$ cat config.mk
export PLATFORM = sky130hd
export DESIGN_NAME = mulu_seq
export DESIGN_NICKNAME = d
export VERILOG_FILES = /design/src/rtl/mul_defs.sv /design/src/rtl/mulu_step.sv /design/src/rtl/mulu_seq.sv
export SDC_FILE = /design/constraint.sdc
export NUM_CORES = 1
export LEC_CHECK = 0
export ABC_AREA = 1
export BUFFER_PORTS_ARGS = -buffer_cell sky130_fd_sc_hd__buf_2
export CORE_AREA = 2 2 138 154
export CTS_BUF_LIST = sky130_fd_sc_hd__clkbuf_8 sky130_fd_sc_hd__clkbuf_16
export DETAILED_ROUTE_END_ITERATION = 8
export DIE_AREA = 0 0 140 156
export PLACE_DENSITY = 0.6
export SLEW_MARGIN = 20
export SYNTH_ARGS = -nofsm -noshare
export SYNTH_HDL_FRONTEND = slang
export SYNTH_SLANG_ARGS = --single-unit
$ cat constraint.sdc
create_clock -name clk -period 7.6 [get_ports clk]
set_clock_uncertainty 0.2 [all_clocks]
set_input_delay 1.14 -clock clk [delete_from_list [all_inputs] [get_ports clk]]
set_output_delay 1.14 -clock clk [all_outputs]
set_load 0.02 [all_outputs]
$ cat src/rtl/mul_defs.sv
// Shared definitions for the mulu_seq multiplier and its divu partner:
// FSM encoding, default operand widths and the iteration-counter width helper.
package mul_defs;

    localparam int unsigned DEF_WIDTH_A = 32;
    localparam int unsigned DEF_WIDTH_B = 16;

    typedef enum logic {
        StIdle = 1'b0,
        StRun  = 1'b1
    } mul_state_e;

    // Counter must hold the value WIDTH_B itself, not just WIDTH_B-1.
    function automatic int unsigned cnt_width(input int unsigned w);
        return $clog2(w + 1);
    endfunction

endpackage

$ cat src/rtl/mulu_step.sv
// One shift-add iteration: conditionally add mcand into the upper part of {acc,mplr},
// then shift the whole register right by one.
module mulu_step
    import mul_defs::*;
#(
    parameter int unsigned WIDTH_A = DEF_WIDTH_A,
    parameter int unsigned WIDTH_B = DEF_WIDTH_B
) (
    input  logic [WIDTH_A+WIDTH_B:0] i_prod,
    input  logic [WIDTH_A-1:0]       i_mcand,
    output logic [WIDTH_A+WIDTH_B:0] o_prod
);

    logic [WIDTH_A:0] w_addend;
    logic [WIDTH_A:0] w_acc_sum;

    assign w_addend  = i_prod[0] ? {1'b0, i_mcand} : '0;
    // The acc field's top bit is always zero here, so the carry lands in it without loss.
    assign w_acc_sum = i_prod[WIDTH_A+WIDTH_B:WIDTH_B] + w_addend;
    assign o_prod    = {1'b0, w_acc_sum, i_prod[WIDTH_B-1:1]};

endmodule

$ cat src/rtl/mulu_seq.sv
// Iterative unsigned shift-add multiplier with a start/busy/ready handshake.
// One partial product per clock; busy is high for exactly WIDTH_B cycles.
module mulu_seq
    import mul_defs::*;
#(
    parameter int unsigned WIDTH_A = DEF_WIDTH_A,
    parameter int unsigned WIDTH_B = DEF_WIDTH_B
) (
    input  logic                       clk,
    input  logic                       resetn,
    input  logic [WIDTH_A-1:0]         a,
    input  logic [WIDTH_B-1:0]         b,
    input  logic                       start,
    output logic [WIDTH_A+WIDTH_B-1:0] z,
    output logic                       busy,
    output logic                       ready
);

    localparam int unsigned CW = cnt_width(WIDTH_B);
    localparam int unsigned PW = WIDTH_A + WIDTH_B + 1;

    mul_state_e                 r_state, w_state_nxt;
    logic [CW-1:0]              r_count, w_count_nxt;
    logic [WIDTH_A-1:0]         r_mcand, w_mcand_nxt;
    logic [PW-1:0]              r_prod, w_prod_nxt;
    logic [PW-1:0]              w_prod_step;
    logic [WIDTH_A+WIDTH_B-1:0] r_z, w_z_nxt;
    logic                       r_busy, w_busy_nxt;
    logic                       r_ready, w_ready_nxt;

    mulu_step #(
        .WIDTH_A (WIDTH_A),
        .WIDTH_B (WIDTH_B)
    ) u_step (
        .i_prod  (r_prod),
        .i_mcand (r_mcand),
        .o_prod  (w_prod_step)
    );

    always_comb begin
        w_state_nxt = r_state;
        w_count_nxt = r_count;
        w_mcand_nxt = r_mcand;
        w_prod_nxt  = r_prod;
        w_z_nxt     = r_z;
        w_busy_nxt  = r_busy;
        w_ready_nxt = 1'b0;
        unique case (r_state)
            StIdle: begin
                if (start && !r_busy) begin
                    w_mcand_nxt = a;
                    w_prod_nxt  = {{(WIDTH_A + 1){1'b0}}, b};
                    w_count_nxt = CW'(WIDTH_B);
                    w_busy_nxt  = 1'b1;
                    w_state_nxt = StRun;
                end
            end
            StRun: begin
                w_prod_nxt  = w_prod_step;
                w_count_nxt = r_count - CW'(1);
                // Last iteration: publish the product formed by this very step.
                if (r_count == CW'(1)) begin
                    w_z_nxt     = w_prod_step[WIDTH_A+WIDTH_B-1:0];
                    w_busy_nxt  = 1'b0;
                    w_ready_nxt = 1'b1;
                    w_state_nxt = StIdle;
                end
            end
            default: w_state_nxt = StIdle;
        endcase
    end

    always_ff @(posedge clk or negedge resetn) begin
        if (!resetn) begin
            r_state <= StIdle;
            r_count <= '0;
            r_mcand <= '0;
            r_prod  <= '0;
            r_z     <= '0;
            r_busy  <= 1'b0;
            r_ready <= 1'b0;
        end else begin
            r_state <= w_state_nxt;
            r_count <= w_count_nxt;
            r_mcand <= w_mcand_nxt;
            r_prod  <= w_prod_nxt;
            r_z     <= w_z_nxt;
            r_busy  <= w_busy_nxt;
            r_ready <= w_ready_nxt;
        end
    end

    assign z     = r_z;
    assign busy  = r_busy;
    assign ready = r_ready;

endmodule

==> results of run 1 <==
==> cells by family (layout without fill, tap and decap cells) <==
| group | count (synthesis) | in the layout | synth area share, % |
|---|---|---|---|
| compound gates | 79 | 79 | 5.93 |
| xor+xnor | 13 | 13 | 1.46 |
| fa+ha+maj | 35 | 35 | 5.72 |
| buf+inv | 199 | 305 | 9.84 |
| flops | 136 | 136 | 43.7 |
| simple gates | 656 | 656 | 33.4 |
==> stage by stage <==
step	power (W)	utilization, %	cell area (µm²)	cells	hold WS [ps]
5_1_grt	0.00406	45.1	9160	1480	293
2_1_floorplan	0.00240	-	7790	1118	242
3_5_place_dp	0.00287	42.0	8530	1448	259
6_report	0.00372	45.1	9160	1480	271
4_1_cts	0.00376	45.1	9160	1480	276
3_3_place_gp	0.00284	42.0	8530	1448	256
==> layout make-up <==
type,instances,area (µm²)
clock buffer,17,425
clock inverter,15,200
fill,2104,11100
inverter,167,629
multi-input combinational,783,3630
sequential,136,3400
tap,256,320
timing repair buffer,106,552
==> critical path: stages (launching register included) <==
cell	delay (ps)
dfrtp_1	320
buf_4	360
nand2_1	90
inv_1	70
ha_1	180
inv_1	60
fa_1	390
inv_1	120
nand3_1	80
nand3_1	160
nand2_1	70
nand2_1	150
nand2_1	90
nand2_1	110
nand2_1	60
nand2_1	130
nand2_1	80
nand2_1	70
==> state kept, by name, indices dropped and copies added (netlist names) <==
signal,count
busy,1
r_count,5
r_mcand,32
r_prod,48
r_state,1
ready,1
z,48
==> power by group through the flow <==
| stage | logic (W) | clock network (W) | registers [W] |
|---|---|---|---|
| after floorplan | 0.00108 | 0 | 0.00132 |
| after global placement | 0.00161 | 0 | 0.00123 |
| after detailed placement | 0.00164 | 0 | 0.00122 |
| after CTS | 0.00165 | 0.000891 | 0.00122 |
| after global routing | 0.00187 | 0.000926 | 0.00126 |
| final | 0.00163 | 0.000872 | 0.00122 |
==> layout by cell type, fill, tap and decap left out, types with 2 or more instances in the layout <==
master	n
a21oi_1	21
and2_1	2
buf_2	99
buf_4	6
clkbuf_16	17
clkinv_2	2
clkinv_8	5
dfrtp_1	136
ha_1	34
inv_1	162
inv_2	2
inv_6	5
inv_8	4
nand2_1	518
nand3_1	66
nand3b_1	5
nand4_1	3
nor2_1	50
nor2_2	2
nor3_1	3
o211ai_1	5
o21ai_0	27
o21ai_1	9
o21bai_1	3
o221ai_1	11
o22ai_1	2
xnor2_1	7
xor2_1	6
==> final timing paths <==
check,end,slack [ps],depth (start not counted)
worst max register to register,z[47],4750,17
min in group asynchronous,r_mcand[17],520,1
worst max-delay path,z[47],4750,17
max in group asynchronous,r_prod[46],5400,2
worst min register to register,r_mcand[0],270,2
worst min-delay path,r_mcand[0],270,2
==> per-layer routing <==
metal  global-route usage [%]  wire length, µm
met5                        0                0
met4                     6.11              331
met3                     4.36              804
met2                     34.2             9760
met1                     26.1             9820
==> impl_metrics.toml, run 1 <==
[drt]
detail-route-antenna-nets = 0
drt_iter0_drc = 391
num_vias = 7011
finalWirelength_mm = 20.7
drc = 3
viasPerCell = 4.74
dr.pass1.iters = 7
wl_per_cell_um = 14.0

[clock_network]
cts_resized = 0
hold_buffers = 0
ctsHtreeMaxLevel = 4
clk_pin_slew_ps = 70
clock_sinks = 136
cts_setup_buffers = 0
cts_root_buffer = "clkbuf_16"
cts_made_buffers = 17
cts_buffer_depth = 2
clock_latency_ps = 440
cts_tree = "yes"

[synth]
netlist_instances = 1118
synth_largest_area_cell = "dfrtp_1"
avgSynthCellArea_um2 = 6.97
netlist_area_um2 = 7790
async_flop_share_pct = 100
yosysWarningCount = 0
yosysMostFrequentCell = "nand2_1"
syn_nets = 1204
synthDistinctLibCells = 34
synth.top_cells.by_count = "518 x nand2_1, 162 x inv_1, 136 x dfrtp_1, 66 x nand3_1, 51 x nor2_1"
synth_edf_count = 0
synth_flop_cell = "dfrtp_1"
yosys.area.top_type_share_pct = 43.7
yosys-top-cells-area = "dfrtp_1 44%, nand2_1 25%, inv_1 7.8%, ha_1 5.5%, nand3_1 4.2%"
ys_ff_latch = 136
yosysSeqAreaShare_pct = 43.7

[timing]
report.final.hold_viol_count = 0
setup_viol = 0
fmax_mhz = 351
finalCritPeriodShare_pct = 37.5
setup_ws_ps = 4750
period_needed_ps = 2850
relSlewSlack_pct = 36.0
slew_violations = 0
worstMarginPinSlew_ps = 959
rsz0062_at_grt = "no"
fin_setup_tns_ps = 0

[placed_design]
dpl_worst_slack_ps = 4450
post-dp-hpwl_mm = 14.4
gp_congestion = 0.900
io_buffers = 100

[flow_run]
cap_violations = 0

[pwr]
sw_frac_of_total_pct = 44.4
powerDensity_nw_per_um2 = 406
power.internal_w = 0.00207
power_frac_comb_pct = 43.9
vdd_drop_max_mv = 0.232
p_sw_w = 0.00165
p_leak_nw = 5.43
p_clk_share_pct = 23.4
p_seq_share_pct = 32.7

[floorplanning]
core-area_um2 = 20300
die_h_um = 156
die_w_um = 140
num_rows = 55
start_util_pct = 38.4
io_pins = 101
die_area_um2 = 21800

[worst_setup_path]
required_ps = 7770
setup.worst_path.end_class = "flop"
worst-endpoint-arrival_ps = 3020
crit_fanout = 33
crit_start = "r_prod[0]"
worstSetupPathType = "reg2reg"
regToRegStartpoint = "r_prod[0]"
start_kind = "flop"

[layout]
synthToLayoutAreaGrowth_pct = 17.6
drive_gt1_share_pct = 12.0
antennaDiodeCount = 0
final_nets = 1297

[global_routing]
antenna_found_initial = 0
grt_max_degree = 76
grt_pass1_vias = 7062
grt_pass1_wl_mm = 35.0
grt.overflow.total = 0
grt_use_total_pct = 20.2

[status]
violations = "design-rule violations"
status = "finished with violations"

[worst_hold_path]
min_from = "r_mcand[0]"
hold_path.class = "reg2reg"
No activity file was read; power rests on OpenSTA's default activity.
==> run 2, diff against run 1 <==
==> constraint.sdc (replaced) <==
create_clock -name clk -period 2.93 [get_ports clk]
set_clock_uncertainty 0.2 [all_clocks]
set_input_delay 0.4395 -clock clk [delete_from_list [all_inputs] [get_ports clk]]
set_output_delay 0.4395 -clock clk [all_outputs]
set_load 0.02 [all_outputs]
==> run 2 against run 1 <==
The run still ends with design-rule violations left. Sequential share of layout area is 0.87 points lower. Setup slack worse by 4500 ps. Count of clock-buffer cells in the layout unchanged. Non-clock buffer count increased by 20. Register-to-register slack got worse by 4500 ps. Critical path type unchanged.
==> impl_metrics.toml, run 2 (same netlist as run 1, synthesis figures left out) <==
[pwr]
p_leak_nw = 5.52
powerDensity_nw_per_um2 = 1040
vdd_drop_max_mv = 0.482

[timing]
whs_ps = 10.4
report.final.hold_viol_count = 0
slew_violations = 0
setup_ws_ps = 251
setup_viol = 0
fin_setup_tns_ps = 0
worstMarginPinSlew_ps = 557
fmax_mhz = 373
rsz0062_at_grt = "no"
finalCritPeriodShare_pct = 91.4
period_needed_ps = 2680
relSlewSlack_pct = 62.8

[floorplanning]
die_area_um2 = 21800
io_pins = 101
die_h_um = 156
die_w_um = 140
start_util_pct = 38.4
core-area_um2 = 20300
num_rows = 55

[clock_network]
cts_tree = "yes"
clock_sinks = 136
clock_latency_ps = 440
clk_pin_slew_ps = 70
cts_buffer_depth = 2
cts_root_buffer = "clkbuf_16"
ctsHtreeMaxLevel = 4
cts_made_buffers = 17

[global_routing]
top_usage_layer = "met2"
grt_util_met3_pct = 3.87
grt.overflow.total = 0
grt_pass1_vias = 7175
grt_pass1_wl_mm = 36.1
met1_usage_pct = 26.8
grt_max_degree = 53
grt_use_total_pct = 20.9
antenna_found_initial = 0
use_met2_pct = 36.4

[status]
violations = "design-rule violations"
status = "finished with violations"

[drt]
dr.pass1.iters = 7
detail-route-antenna-nets = 0
viasPerCell = 4.77
num_vias = 7150
drt_iter0_drc = 338
finalWirelength_mm = 21.8
wl_per_cell_um = 14.5
drc = 3

[placed_design]
dpl_worst_slack_ps = 283
place_area_um2 = 8620
io_buffers = 100
post-dp-hpwl_mm = 15.7
gp_congestion = 0.916

[layout]
num-fill-cells = 2101
antennaDiodeCount = 0
final_nets = 1317
drive_gt1_share_pct = 12.3
synthToLayoutAreaGrowth_pct = 20.4
stdcell_area_um2 = 9380
layout.cells.most_common = "nand2_1"
final_cell_mix = "518 x nand2_1, 162 x inv_1, 136 x dfrtp_1"

[worst_setup_path]
slowest_delay_ps = 420
start_kind = "flop"
worst-endpoint-arrival_ps = 2850
crit_slowest_cell = "fa_1"
worst_path_most_repeated_cell = "nand2_1"
worstPathCellList = "buf_4, nand2_1, inv_1, ha_1, inv_1, fa_1, inv_1, nand3_1, nand3_1, nand2_1, nand2_1, nand2_1, nand2_1, nand2_1, nand2_1, nand2_1, nand2_1"
worstSetupPathType = "reg2reg"
crit_fanout = 10
required_ps = 3100
setup.worst_path.end_class = "flop"

[worst_hold_path]
hold_path.class = "in2reg"

[flow_run]
cap_violations = 0
==> run 2: final cells by class <==
type / count / area [µm²] / area share, %
multi-input combinational: 783 / 3630 / 38.7
sequential: 136 / 3400 / 36.3
timing repair buffer: 126 / 772 / 8.23
tap: 256 / 320 / 3.42
inverter: 167 / 627 / 6.68
clock buffer: 17 / 425 / 4.54
clock inverter: 15 / 201 / 2.15
==> run 2: critical path, delay by kind of cell (launching register included) <==
family                   cells  cell delay (ps)
adder cells (fa/ha/maj)      2              600
buffers and inverters        4              410
flip-flops                   1              390
AND/OR/NAND/NOR             11             1000
==> run 2: timing repair <==
item,in CTS,in global routing
setup buffers,0,0
setup endpoints to repair,0,0
hold buffers,13,0
gates resized for setup,0,0
hold endpoints to repair,61,0
==> run 2: metal layers <==
layer  part of all wire, %  wire (µm)  up-vias
li1                      -          -     3663
met1                    47      10200     3343
met2                    49      10600      125
met3                   3.7        797       19
met4                   1.2        269        0
met5                     0          0        -
==> run 2: per-stage QoR <==
step	power [W]	utilization, %	std cells
6_report	0.00973	46.2	1500
4_1_cts	0.00984	46.2	1500
5_1_grt	0.0106	46.2	1500
2_1_floorplan	0.00622	-	1118
3_3_place_gp	0.00749	42.5	1455
3_5_place_dp	0.00756	42.5	1455
==> run 2: path summary, 6_finish.rpt <==
kind	startpoint	end	slack, ps	cells after the start
max	r_prod[0]	r_prod[47]	250	17
min	a[28]	r_mcand[28]	10	3
max reg2reg	r_prod[0]	r_prod[47]	250	17
min reg2reg	r_mcand[5]	r_mcand[5]	270	2
max in group asynchronous	resetn	r_prod[42]	1500	3
min in group asynchronous	resetn	z[32]	340	2
==> run 2: power by group <==
part	internal [W]	total [W]	leakage, nW	switching [W]
registers	0.00273	0.00318	1.71	0.000454
clock network	0.00117	0.00222	0.302	0.00105
logic	0.00147	0.00433	3.51	0.00286
total	0.00536	0.00973	5.52	0.00437
